## config.mk

```make
export PLATFORM = sky130hd
export DESIGN_NAME = muldiv_unit_flat
export DESIGN_NICKNAME = d
export VERILOG_FILES = /design/src/rtl/muldiv_pkg.sv /design/src/rtl/muldiv_if.sv /design/src/rtl/muldiv_div_iter.sv /design/src/rtl/muldiv_unit.sv /design/src/flat_wrapper.sv
export SDC_FILE = /design/constraint.sdc
export NUM_CORES = 1
export LEC_CHECK = 0
export CAP_MARGIN = 30
export CORE_MARGIN = 3
export CORE_UTILIZATION = 60
export DETAILED_ROUTE_END_ITERATION = 6
export DONT_BUFFER_PORTS = 1
export PLACE_DENSITY = 0.84
export SYNTH_ARGS = -nofsm -noshare
export SYNTH_HDL_FRONTEND = slang
export SYNTH_SLANG_ARGS = --single-unit
```

## constraint.sdc

```tcl
create_clock -name clk -period 5.6 [get_ports clk]
set_clock_uncertainty 0.1 [all_clocks]
set_input_delay 0.28 -clock clk [delete_from_list [all_inputs] [get_ports clk]]
set_output_delay 0.28 -clock clk [all_outputs]
set_load 0.01 [all_outputs]
```

## src/rtl/muldiv_pkg.sv

```systemverilog
// Shared types and constants for the RV32M multiply/divide unit.
package muldiv_pkg;

    localparam int XLEN       = 32;
    localparam int ITER_COUNT = 32;

    typedef enum logic [2:0] {
        F3_MUL    = 3'b000,
        F3_MULH   = 3'b001,
        F3_MULHSU = 3'b010,
        F3_MULHU  = 3'b011,
        F3_DIV    = 3'b100,
        F3_DIVU   = 3'b101,
        F3_REM    = 3'b110,
        F3_REMU   = 3'b111
    } funct3_e;

    typedef enum logic [1:0] {
        S_IDLE,
        S_CALC,
        S_FIXUP,
        S_DONE
    } state_e;

    function automatic logic is_div(funct3_e f);
        logic [2:0] v;
        v = f;
        return v[2];
    endfunction

    function automatic logic op_signed_a(funct3_e f);
        return (f == F3_MULH) || (f == F3_MULHSU) || (f == F3_DIV) || (f == F3_REM);
    endfunction

    function automatic logic op_signed_b(funct3_e f);
        return (f == F3_MULH) || (f == F3_DIV) || (f == F3_REM);
    endfunction

endpackage

```

## src/rtl/muldiv_if.sv

```systemverilog
// Request/response bundle between the issue stage and the multiply/divide unit.
interface muldiv_if;
    import muldiv_pkg::*;

    logic            start;
    logic [2:0]      funct3;
    logic [XLEN-1:0] rs1_val;
    logic [XLEN-1:0] rs2_val;
    logic [4:0]      rd_addr;
    logic            busy;
    logic            done;
    logic [XLEN-1:0] result;
    logic [4:0]      wrt_addr;
    logic            en;

    modport master (
        output start, funct3, rs1_val, rs2_val, rd_addr,
        input  busy, done, result, wrt_addr, en
    );

    modport slave (
        input  start, funct3, rs1_val, rs2_val, rd_addr,
        output busy, done, result, wrt_addr, en
    );

endinterface

```

## src/rtl/muldiv_div_iter.sv

```systemverilog
// Restoring divider step register: one quotient bit per step on unsigned magnitudes.
module div_iter
    import muldiv_pkg::*;
(
    input  logic            clk,
    input  logic            reset,
    input  logic            load,
    input  logic            step,
    input  logic [XLEN-1:0] dividend,
    input  logic [XLEN-1:0] divisor,
    output logic [XLEN-1:0] quotient,
    output logic [XLEN-1:0] remainder,
    output logic            last
);

    localparam int CW = $clog2(ITER_COUNT);

    logic [XLEN-1:0] quo_q;
    logic [XLEN-1:0] rem_q;
    logic [XLEN-1:0] dsr_q;
    logic [CW-1:0]   count_q;
    logic [XLEN:0]   shifted;
    logic [XLEN:0]   diff;

    // A clear top bit of diff means the trial subtraction did not borrow.
    always_comb begin
        shifted = {rem_q, quo_q[XLEN-1]};
        diff    = shifted - {1'b0, dsr_q};
    end

    always_ff @(posedge clk) begin
        if (reset) begin
            quo_q   <= '0;
            rem_q   <= '0;
            dsr_q   <= '0;
            count_q <= '0;
        end else if (load) begin
            quo_q   <= dividend;
            rem_q   <= '0;
            dsr_q   <= divisor;
            count_q <= '0;
        end else if (step) begin
            count_q <= count_q + 1'b1;
            if (!diff[XLEN]) begin
                rem_q <= diff[XLEN-1:0];
                quo_q <= {quo_q[XLEN-2:0], 1'b1};
            end else begin
                rem_q <= shifted[XLEN-1:0];
                quo_q <= {quo_q[XLEN-2:0], 1'b0};
            end
        end
    end

    assign quotient  = quo_q;
    assign remainder = rem_q;
    assign last      = (count_q == CW'(ITER_COUNT - 1));

endmodule

```

## src/rtl/muldiv_unit.sv

```systemverilog
// RV32M multiply/divide unit: 32-step shift-add multiply and restoring divide with sign fixup.
// Define MULDIV_FAST_MUL_EN to replace the iterative multiply with a single-cycle 33x33 multiply.
module muldiv_unit #(
    parameter int XLEN = 32
) (
    input  logic    clk,
    input  logic    reset,
    muldiv_if.slave bus
);
    import muldiv_pkg::*;

    state_e          state;
    funct3_e         op_q;
    funct3_e         op_in;
    logic [4:0]      rd_q;
    logic [XLEN-1:0] rs1_q;
    logic [XLEN-1:0] mcand_q;
    logic [XLEN-1:0] mul_hi_q;
    logic [XLEN-1:0] mul_lo_q;
    logic            neg_res_q;
    logic            neg_rem_q;
    logic            div_zero_q;
    logic            ovf_q;

    logic            a_neg;
    logic            b_neg;
    logic [XLEN-1:0] a_mag;
    logic [XLEN-1:0] b_mag;
    logic            in_zero;
    logic            in_ovf;
    logic            accept;
    logic            fast_mul;
    logic [2*XLEN-1:0] fast_prod;

    logic [XLEN-1:0] quo;
    logic [XLEN-1:0] rem;
    logic            div_last;
    logic [XLEN:0]   mul_sum;
    logic [2*XLEN-1:0] prod_raw;
    logic [2*XLEN-1:0] prod_fix;
    logic [XLEN-1:0] fix_result;

    // Both datapaths work on magnitudes; the signs are reapplied in FIXUP.
    always_comb begin
        op_in   = funct3_e'(bus.funct3);
        a_neg   = op_signed_a(op_in) && bus.rs1_val[XLEN-1];
        b_neg   = op_signed_b(op_in) && bus.rs2_val[XLEN-1];
        a_mag   = a_neg ? -bus.rs1_val : bus.rs1_val;
        b_mag   = b_neg ? -bus.rs2_val : bus.rs2_val;
        in_zero = is_div(op_in) && (bus.rs2_val == '0);
        in_ovf  = ((op_in == F3_DIV) || (op_in == F3_REM)) &&
                  (bus.rs1_val == {1'b1, {(XLEN-1){1'b0}}}) && (bus.rs2_val == '1);
        accept  = (state == S_IDLE) && bus.start;
    end

`ifdef MULDIV_FAST_MUL_EN
    logic signed [XLEN:0]     fast_a;
    logic signed [XLEN:0]     fast_b;
    logic signed [2*XLEN+1:0] fast_full;

    always_comb begin
        fast_a    = $signed({op_signed_a(op_in) & bus.rs1_val[XLEN-1], bus.rs1_val});
        fast_b    = $signed({op_signed_b(op_in) & bus.rs2_val[XLEN-1], bus.rs2_val});
        fast_full = fast_a * fast_b;
        fast_prod = fast_full[2*XLEN-1:0];
        fast_mul  = !is_div(op_in);
    end
`else
    always_comb begin
        fast_prod = '0;
        fast_mul  = 1'b0;
    end
`endif

    div_iter u_div_iter (
        .clk       (clk),
        .reset     (reset),
        .load      (accept),
        .step      (state == S_CALC),
        .dividend  (a_mag),
        .divisor   (b_mag),
        .quotient  (quo),
        .remainder (rem),
        .last      (div_last)
    );

    always_comb begin
        mul_sum  = {1'b0, mul_hi_q} + (mul_lo_q[0] ? {1'b0, mcand_q} : '0);
        prod_raw = {mul_hi_q, mul_lo_q};
        prod_fix = neg_res_q ? -prod_raw : prod_raw;
        case (op_q)
            F3_MUL:                        fix_result = prod_fix[XLEN-1:0];
            F3_MULH, F3_MULHSU, F3_MULHU:  fix_result = prod_fix[2*XLEN-1:XLEN];
            F3_DIV, F3_DIVU: begin
                if (div_zero_q)     fix_result = '1;
                else if (ovf_q)     fix_result = {1'b1, {(XLEN-1){1'b0}}};
                else if (neg_res_q) fix_result = -quo;
                else                fix_result = quo;
            end
            default: begin
                if (div_zero_q)     fix_result = rs1_q;
                else if (ovf_q)     fix_result = '0;
                else if (neg_rem_q) fix_result = -rem;
                else                fix_result = rem;
            end
        endcase
    end

    // Divide-by-zero, signed overflow and fast multiplies skip CALC entirely.
    always_ff @(posedge clk) begin
        if (reset) begin
            state        <= S_IDLE;
            bus.busy     <= 1'b0;
            bus.done     <= 1'b0;
            bus.en       <= 1'b0;
            bus.result   <= '0;
            bus.wrt_addr <= '0;
            op_q         <= F3_MUL;
            rd_q         <= '0;
            rs1_q        <= '0;
            mcand_q      <= '0;
            mul_hi_q     <= '0;
            mul_lo_q     <= '0;
            neg_res_q    <= 1'b0;
            neg_rem_q    <= 1'b0;
            div_zero_q   <= 1'b0;
            ovf_q        <= 1'b0;
        end else begin
            bus.done <= 1'b0;
            bus.en   <= 1'b0;
            case (state)
                S_IDLE: begin
                    if (bus.start) begin
                        op_q       <= op_in;
                        rd_q       <= bus.rd_addr;
                        rs1_q      <= bus.rs1_val;
                        mcand_q    <= a_mag;
                        neg_res_q  <= fast_mul ? 1'b0 : (a_neg ^ b_neg);
                        neg_rem_q  <= a_neg;
                        div_zero_q <= in_zero;
                        ovf_q      <= in_ovf;
                        bus.busy   <= 1'b1;
                        if (fast_mul) begin
                            {mul_hi_q, mul_lo_q} <= fast_prod;
                            state                <= S_FIXUP;
                        end else begin
                            mul_hi_q <= '0;
                            mul_lo_q <= b_mag;
                            state    <= (in_zero || in_ovf) ? S_FIXUP : S_CALC;
                        end
                    end
                end
                S_CALC: begin
                    mul_hi_q <= mul_sum[XLEN:1];
                    mul_lo_q <= {mul_sum[0], mul_lo_q[XLEN-1:1]};
                    if (div_last) state <= S_FIXUP;
                end
                S_FIXUP: begin
                    bus.result   <= fix_result;
                    bus.wrt_addr <= rd_q;
                    bus.done     <= 1'b1;
                    bus.en       <= (rd_q != 5'd0);
                    state        <= S_DONE;
                end
                S_DONE: begin
                    bus.busy <= 1'b0;
                    state    <= S_IDLE;
                end
                default: state <= S_IDLE;
            endcase
        end
    end

endmodule

```

## src/flat_wrapper.sv

```systemverilog
// flat-port wrapper written by rule: the top's interface ports become plain ports
module muldiv_unit_flat import muldiv_pkg::*;
#(
    parameter int XLEN = 32
)
  (clk, reset, bus_start, bus_funct3, bus_rs1_val, bus_rs2_val, bus_rd_addr, bus_busy, bus_done, bus_result, bus_wrt_addr, bus_en);
  muldiv_if bus_i ();
  input  logic clk;
  input  logic reset;
  input wire logic [$bits(bus_i.start)-1:0] bus_start;
  input wire logic [$bits(bus_i.funct3)-1:0] bus_funct3;
  input wire logic [$bits(bus_i.rs1_val)-1:0] bus_rs1_val;
  input wire logic [$bits(bus_i.rs2_val)-1:0] bus_rs2_val;
  input wire logic [$bits(bus_i.rd_addr)-1:0] bus_rd_addr;
  output wire logic [$bits(bus_i.busy)-1:0] bus_busy;
  output wire logic [$bits(bus_i.done)-1:0] bus_done;
  output wire logic [$bits(bus_i.result)-1:0] bus_result;
  output wire logic [$bits(bus_i.wrt_addr)-1:0] bus_wrt_addr;
  output wire logic [$bits(bus_i.en)-1:0] bus_en;
  assign bus_i.start = bus_start;
  assign bus_i.funct3 = bus_funct3;
  assign bus_i.rs1_val = bus_rs1_val;
  assign bus_i.rs2_val = bus_rs2_val;
  assign bus_i.rd_addr = bus_rd_addr;
  assign bus_busy = bus_i.busy;
  assign bus_done = bus_i.done;
  assign bus_result = bus_i.result;
  assign bus_wrt_addr = bus_i.wrt_addr;
  assign bus_en = bus_i.en;
  muldiv_unit #(.XLEN(XLEN)) u_core (.clk(clk), .reset(reset), .bus(bus_i));
endmodule
```

==> impl_summary.txt, run 1 <==
----------------------------------------------------
[Status]
  Status ... finished, violations left
  Failing checks ... DRC

[Worst setup path]
  Biggest cell delay along the critical path ... between 0.6 and 0.7 ns
  Worst path arrival time ... between 4 and 5 ns
  End of the critical path ... u_core.bus.result[22]
  Worst r2r dst ... u_core.bus.result[22]
  Number of cells traversed by the worst register-to-register path ... 11
  CP Capture Type ... register
  Startpoint type of the worst setup path ... register
  Worst Path Class, Setup ... register to register
  Top fanout value on the critical path ... 29
  Count of buffer and inverter cells on the critical path ... 2
  Critical path's slowest cell ... sky130_fd_sc_hd__or4b_2
  Critical path startpoint ... u_core.mul_lo_q[0]
  Gate family responsible for the most delay along the worst path ... simple AND/OR/NAND/NOR gates
  R2R Path Start ... u_core.mul_lo_q[0]
  Critical path depth in cells ... 11
  Data required time of the critical path ... 5.94 ns
  Register-to-register setup slack ... around 1.4 ns
  Crit-path cells ... buf_4 > inv_1 > ha_1 > or4b_2 > nor2b_2 > nand4_1 > or3_1 > or4_1 > mux2_1 > a221oi_1 > nor3_1

[Run]
  Max-cap violations ... 0

[Synthesis]
  Mean instance size in the synthesized netlist ... 7.78 um2
  Dominant synthesized flop cell ... sky130_fd_sc_hd__dfxtp_1
  Ys async rst share ... 0
  Share of the synthesized area in compound gates (AO/OA/AOI/OAI) ... 0.270
  Post-synthesis sequential area ratio ... 0.295
  Unique cell type count in the Yosys netlist ... 80
  Combinational family with the most area after synthesis ... compound AO/OA/AOI/OAI gates
  Multiplexer fraction of the synthesized cell area ... 0.0416
  Share of synthesized cell area in and, or, nand and nor gates ... 0.193
  Mapped Area ... 0.0191 mm2
  Adder-cell area share of the yosys netlist ... 0.0518
  Warning count from the yosys run ... 0
  Post-Synth XOR/XNOR Area ... 0.104
  Number of synthesized flops with an enable pin ... 0
  Synthesized instance count ... roughly 2.5k
  Total nets after synthesis ... roughly 2.6k
  Number of storage elements in the synthesis netlist ... roughly 280

[Clock network]
  Clock tree from TritonCTS ... done
  Total clock buffers created by CTS ... 31
  Clock insertion delay at the later pin of the skew report ... 0.60 ns
  Clk root buf ... sky130_fd_sc_hd__clkbuf_16
  CTS Sinks ... about 280
  Clock-pin transition on the worst setup and hold timing paths ... 0.07 ns
  CTS-repair resized insts ... 0
  Maximum clock path buffer count ... 3
  Depth of the CTS H-tree ... 1

[Floorplanning]
  Area of the die ... 0.0340 mm2
  Number of placed I/O pins ... about 120
  Number of rows created at floorplan ... 64
  Die Ht ... approximately 180 um
  Effective utilization at floorplan ... 0.617
  Die width ... 185 um
  Placeable core area ... around 0.031 mm2

[Global route]
  Maximum number of pins on one net before global-route repair ... around 180
  GRT overflow ... 0
  Via count of the first global-routing pass ... 18.0k
  Global-route wire length before repair ... roughly 110000 um
  Overall routing resource usage ... 0.406
  Antenna violations before repair ... 4

[Routing]
  Routed length per instance ... 25.2 um
  Post-detailed-route count of antenna-violating nets ... 0
  Via count ... between 15k and 20k
  TritonRoute pass-1 iters ... 7
  Routed WL ... roughly 72000 um
  Residual DRC count ... 7
  Number of vias per cell after detailed routing ... approximately 7
  Drt first-iter violations ... about 3.2k

[Timing]
  Final number of max-transition violations ... 0
  Final worst setup slack ... roughly 1.4 ns
  Final period util ... 0.752
  Total negative slack for setup checks ... 0 ns
  Actual slew at the worst max-slew pin ... between 1 and 1.5 ns
  Final count of negative-setup-slack endpoints ... 0
  Unrepaired setup endpoints after global routing ... no
  Final count of hold timing violations ... 0
  Final Critical Period ... ~4.2 ns
  Worst slew margin relative to its limit ... 0.297
  Max Clk Rate ... between 0.2 and 0.25 GHz

[Power]
  Proportion of power drawn by flip-flops and latches ... 0.272
  Share of power burned in the clock network ... 0.184
  Comb pwr share ... 0.544
  Peak supply drop ... 0.472 mV
  Power density cells ... roughly 560 mW/mm2
  Switching share of power ... 0.482
  Power spent charging and discharging nets ... about 5.7 mW
  P_leak ... around 8.0 nW
  Power Internal ... just over 6 mW

[Layout]
  Filler instances ... roughly 2.5k
  Commonest cells after routing, fill and taps aside ... 296 x sky130_fd_sc_hd__nand2_1, 281 x sky130_fd_sc_hd__dfxtp_1, 215 x sky130_fd_sc_hd__a21oi_1
  Ratio of cells with drive above 1 in the final layout ... 0.0485
  Area Growth Syn to Fin ... 10.0%
  Most common library cell in the layout ignoring fill and taps ... sky130_fd_sc_hd__nand2_1
  Nets ... around 2.6k

[Placement]
  Post-DP HPWL ... between 50000 and 60000 um
  Number of buffer cells added on primary ports ... 0
  DP Worst Slack ... between 1.5 and 2 ns
  Placer's final routability congestion estimate ... around 1.1

[Min path]
  Worst hold-check path type ... primary input to register

----------------------------------------------------
layer usage:
metal / global-route usage / wire length [um] / vias up / part of all wire
met5: 0 / 0 / - / 0
met1: 0.580 / 29100 / 9280 / 0.41
met3: 0.114 / 10300 / 194 / 0.14
met4: 0.128 / 2860 / 0 / 0.040
met2: 0.593 / 29400 / 1405 / 0.41
li1: - / - / 8853 / -
state kept, by name, indices dropped and copies added, names as in the netlist:
signal                       count
u_core.ovf_q                     1
u_core.neg_rem_q                 1
u_core.bus.result               32
u_core.u_div_iter.remainder     32
u_core.bus.done                  1
u_core.u_div_iter.quotient      32
u_core.bus.wrt_addr              5
u_core.bus.busy                  1
u_core.op_q                      3
u_core.mcand_q                  32
u_core.u_div_iter.count_q        5
u_core.rd_q                      5
u_core.mul_hi_q                 32
u_core.u_div_iter.dsr_q         32
u_core.bus.en                    1
u_core.rs1_q                    31
u_core.div_zero_q                1
u_core.mul_lo_q                 32
u_core.state                     2
u_core.neg_res_q                 1
kinds of logic after synthesis:
logic type                 after synthesis
muxes                                   79
xor gates and xnor gates               228
adders and majority gates               78
AOI/OAI and AO/OA                      786
and+or+nand+nor                        781
DFF                                    282
buffers and inverters                  223
power groups by stage:
stage	sequential, mW	clock (mW)	combinational, mW
2_1_floorplan	2.91	0	4.72
3_3_place_gp	3.19	0	5.99
3_5_place_dp	3.21	0	6.10
4_1_cts	3.18	2.17	6.22
5_1_grt	3.26	2.26	6.96
6_report	3.23	2.18	6.45
worst reg2reg max path: cells and delay by family (launching register included):
| kind | cells | cell delay (ns) |
|---|---|---|
| and+or+nand+nor | 6 | 2.21 |
| DFF | 1 | 0.55 |
| muxes | 1 | 0.34 |
| adders and majority gates | 1 | 0.21 |
| buffers and inverters | 2 | 0.38 |
| AOI/OAI and AO/OA | 1 | 0.30 |
cell usage after synthesis (27+ instances only):
cell                         n  area (um2)
sky130_fd_sc_hd__nand2_1   297        1110
sky130_fd_sc_hd__ha_1       76         951
sky130_fd_sc_hd__o21a_1     31         233
sky130_fd_sc_hd__o21ai_0   140         701
sky130_fd_sc_hd__a21o_1     27         203
sky130_fd_sc_hd__nand2b_1   27         169
sky130_fd_sc_hd__clkbuf_1  136         510
sky130_fd_sc_hd__and2_1     45         282
sky130_fd_sc_hd__a21oi_1   216        1080
sky130_fd_sc_hd__mux2i_1    75         751
sky130_fd_sc_hd__nand3_1    27         135
sky130_fd_sc_hd__or3_1      31         194
sky130_fd_sc_hd__nor2_1    176         661
sky130_fd_sc_hd__o22ai_1    30         188
sky130_fd_sc_hd__o211ai_1   29         218
sky130_fd_sc_hd__xor2_1    116        1020
sky130_fd_sc_hd__nor3_1     49         245
sky130_fd_sc_hd__xnor2_1   112         981
sky130_fd_sc_hd__o31ai_1    50         375
sky130_fd_sc_hd__inv_1      70         263
sky130_fd_sc_hd__a211oi_1   68         510
sky130_fd_sc_hd__dfxtp_1   282        5650
cell type report:
cell class,instances,area (um2),area share
Antenna cell,3,7.51,0.000357
Clock buffer,39,846,0.0402
Clock inverter,18,225,0.0107
Inverter,71,267,0.0127
Multi-Input combinational cell,1952,12700,0.602
Sequential cell,282,5650,0.269
Tap cell,396,495,0.0236
Timing Repair Buffer,91,873,0.0415
stage by stage:
stage	hold WS [ns]	cells	util	cell area, um2	total power, mW
CTS	0.000208	2849	0.678	21000	11.6
global placement	0.266	2720	0.620	19200	9.17
finish	0.0192	2852	0.679	21000	11.9
floorplan	0.315	2457	-	19100	7.64
global route	0.0119	2851	0.679	21000	12.5
detailed placement	0.271	2725	0.622	19300	9.32
how the worst min path moves through the flow:
| stage | startpoint | endpoint | slack [ns] | cells after the start |
|---|---|---|---|---|
| after global routing | bus_rs2_val[29] | u_core.u_div_iter.dsr_q[29] | 0.01 | 2 |
| final | bus_rs1_val[27] | u_core.mcand_q[27] | 0.02 | 3 |
| after floorplan | u_core.mcand_q[31] | u_core.mcand_q[31] | 0.31 | 2 |
| after global placement | reset | u_core.rs1_q[22] | 0.27 | 1 |
| after detailed placement | reset | u_core.mcand_q[11] | 0.27 | 1 |
| after CTS | bus_rs2_val[9] | u_core.u_div_iter.dsr_q[9] | 0.0002 | 2 |
what timing repair did:
| item | 4_1_cts | 5_1_grt |
|---|---|---|
| endpoints found under the hold margin | 218 | 0 |
| hold buffers | 67 | 0 |
| buffers inserted | 0 | 0 |
(Power assumes the default switching activity.)
==> run 2: changes to the inputs <==
--- a/config.mk
+++ b/config.mk
@@ -7,10 +7,10 @@
 export LEC_CHECK = 0
 export CAP_MARGIN = 30
 export CORE_MARGIN = 3
-export CORE_UTILIZATION = 60
+export CORE_UTILIZATION = 59
 export DETAILED_ROUTE_END_ITERATION = 6
 export DONT_BUFFER_PORTS = 1
-export PLACE_DENSITY = 0.84
+export PLACE_DENSITY = 0.86
 export SYNTH_ARGS = -nofsm -noshare
 export SYNTH_HDL_FRONTEND = slang
 export SYNTH_SLANG_ARGS = --single-unit
==> constraint.sdc (replaced) <==
create_clock -name clk -period 3.45 [get_ports clk]
set_clock_uncertainty 0.1 [all_clocks]
set_input_delay 0.1725 -clock clk [delete_from_list [all_inputs] [get_ports clk]]
set_output_delay 0.1725 -clock clk [all_outputs]
set_load 0.01 [all_outputs]
==> impl_summary.txt, run 2 (synthesis gave the netlist of run 1 again) <==
----------------------------------------------------
[Layout]
  Post-route non-filler standard cell count ... 2999 (+5.2%)
  Nets ... 2724 (+5.5%)
  Final cell area excluding filler cells ... 0.0223 mm2 (+6.2%)
  Commonest cells after routing, fill and taps aside ... 296 x sky130_fd_sc_hd__nand2_1, 279 x sky130_fd_sc_hd__dfxtp_1, 214 x sky130_fd_sc_hd__a21oi_1
  Area Growth Syn to Fin ... 16.8%
  Ratio of cells with drive above 1 in the final layout ... 0.101 (+0.0520)
  Most common library cell in the layout ignoring fill and taps ... sky130_fd_sc_hd__nand2_1
  Post-layout util ... 0.704 (+0.0253)

[Timing]
  Final period util ... 0.976 (+0.224)
  Final Critical Period ... 3.37 ns (-0.846 ns)
  Final count of negative-setup-slack endpoints ... 0 (unchanged)
  Minimum hold slack ... 0.0109 ns (-0.00830 ns)
  Final count of hold timing violations ... 0 (unchanged)
  Actual slew at the worst max-slew pin ... 1.07 ns (+0.0202 ns)
  Final number of max-transition violations ... 0 (unchanged)
  Final worst setup slack ... 0.0823 ns (-1.30 ns)
  Worst slew margin relative to its limit ... 0.284 (-0.0129)
  Unrepaired setup endpoints after global routing ... no
  Max Clk Rate ... 0.297 GHz (+25%)

[Routing]
  TritonRoute pass-1 iters ... 6 (-1)
  Drt first-iter violations ... 3130 (-1.2%)
  Residual DRC count ... 0 (-7)
  Via count ... 20.8k (+5.3%)
  Number of vias per cell after detailed routing ... 6.93 (+0.13%)
  Post-detailed-route count of antenna-violating nets ... 0 (unchanged)
  Routed WL ... 77800 um (+8.5%)
  Routed length per instance ... 26.0 um (+3.2%)

[Global route]
  Overall routing resource usage ... 0.431 (+0.0245)
  Antenna violations before repair ... 3 (-1)
  Maximum number of pins on one net before global-route repair ... 177 (unchanged)
  GRT overflow ... 0 (unchanged)
  Global-route wire length before repair ... 115000 um (+6.4%)
  Via count of the first global-routing pass ... 19.3k (+7.1%)

[Run]
  Max-cap violations ... 0 (unchanged)

[Placement]
  Number of buffer cells added on primary ports ... 0 (unchanged)
  Cell Area, Placed ... 0.0202 mm2 (+4.9%)
  DP Worst Slack ... 0.0437 ns (-1.47 ns)
  Placer's final routability congestion estimate ... 1.08 (+2.3%)
  Instance count after placement with tap cells included ... 2848 (+4.5%)
  Post-DP HPWL ... 55500 um (+7.3%)

[Power]
  Peak supply drop ... 0.648 mV (+37%)
  Power density cells ... 931 mW/mm2 (+65%)
  P_leak ... 8.73 nW (+9.8%)

[Floorplanning]
  Die width ... 186 um (+0.82%)
  Die Ht ... 186 um (+0.82%)
  Effective utilization at floorplan ... 0.603 (-0.0142)
  Area of the die ... 0.0346 mm2 (+1.6%)
  Number of placed I/O pins ... 115 (unchanged)
  Number of rows created at floorplan ... 65 (+1.6%)
  Placeable core area ... 0.0317 mm2 (+2.3%)

[Clock network]
  Maximum clock path buffer count ... 3 (unchanged)
  Clock tree from TritonCTS ... done
  Clk root buf ... sky130_fd_sc_hd__clkbuf_16
  Clock insertion delay at the later pin of the skew report ... 0.58 ns (-0.02 ns)
  Clock-pin transition on the worst setup and hold timing paths ... 0.07 ns (about the same)
  Depth of the CTS H-tree ... 1 (unchanged)
  CTS Sinks ... 282 (unchanged)
  Total clock buffers created by CTS ... 31 (unchanged)

[Worst setup path]
  Worst Path Class, Setup ... register to register
  Top fanout value on the critical path ... 5 (-83%)
  Data required time of the critical path ... 3.83 ns (-2.11 ns)
  Worst path arrival time ... 3.75 ns (-0.80 ns)
  CP Capture Type ... register
  Startpoint type of the worst setup path ... register

[Min path]
  Worst hold-check path type ... primary input to register

[Status]
  Status ... completed

----------------------------------------------------
-- run 2: cell count changes in the layout (fill, tap and decap cells not counted), moves of 3 or more --
cell | previous run | this run
sky130_fd_sc_hd__buf_4 | 21 | 140
sky130_fd_sc_hd__or3_4 | 0 | 3
sky130_fd_sc_hd__dlygate4sd3_1 | 66 | 86
sky130_fd_sc_hd__a211oi_2 | 0 | 3
sky130_fd_sc_hd__a211oi_1 | 68 | 65
sky130_fd_sc_hd__or3_1 | 31 | 28
sky130_fd_sc_hd__clkbuf_8 | 4 | 9
-- run 2: power by group --
part	internal, mW	switching [mW]	leakage (nW)	total, mW
clock	2.07	1.47	0.529	3.54
combinational	4.67	7.54	5.89	12.2
sequential	4.05	0.966	2.31	5.02
-- run 2: layout make-up --
| cell class | count | area (um2) |
|---|---|---|
| Antenna cell | 1 | 2.50 |
| Tap cell | 402 | 503 |
| Fill cell | 2506 | 9390 |
| Timing Repair Buffer | 233 | 2040 |
| Clock buffer | 46 | 922 |
| Clock inverter | 12 | 149 |
| Multi-Input combinational cell | 1952 | 12800 |
| Inverter | 71 | 267 |
| Sequential cell | 282 | 5650 |
-- run 2: timing repair --
action	4_1_cts	5_1_grt
hold buffers	87	0
setup buffers	0	3
endpoints found under the setup margin	0	57
hold endpoints to repair	220	0
resized for setup	0	26
-- run 2: critical path, cell delays in order, from the launching register on --
cell	delay (ns)
sky130_fd_sc_hd__dfxtp_1	0.32
sky130_fd_sc_hd__or4_4	0.54
sky130_fd_sc_hd__or3b_4	0.44
sky130_fd_sc_hd__or3_4	0.41
sky130_fd_sc_hd__or3_4	0.43
sky130_fd_sc_hd__o21ai_1	0.16
sky130_fd_sc_hd__xnor2_1	0.10
sky130_fd_sc_hd__a222oi_1	0.51
sky130_fd_sc_hd__nor3_1	0.10
sky130_fd_sc_hd__a21o_1	0.17
-- run 2: routing by layer --
layer	vias to the layer above	global-route usage	share of wire
met5	-	0	0.00015
met4	2	0.169	0.054
met3	334	0.147	0.14
met2	1553	0.646	0.42
met1	9763	0.572	0.39
li1	9125	-	-
-- run 2: per-stage QoR --
step	TNS, ns	total power [mW]
finish	0	20.8
global route	0	21.7
CTS	0	19.9
detailed placement	0	16.2
global placement	0	16.0
floorplan	-0.0479	12.4
-- run 2: worst paths after layout --
| path | from | endpoint | slack [ns] | depth (start not counted) |
|---|---|---|---|---|
| max | u_core.mul_lo_q[9] | u_core.bus.result[15] | 0.08 | 9 |
| min | bus_rs2_val[1] | u_core.u_div_iter.dsr_q[1] | 0.01 | 4 |
| max reg2reg | u_core.mul_lo_q[9] | u_core.bus.result[15] | 0.08 | 9 |
| min reg2reg | u_core.mcand_q[8] | u_core.mcand_q[8] | 0.35 | 2 |
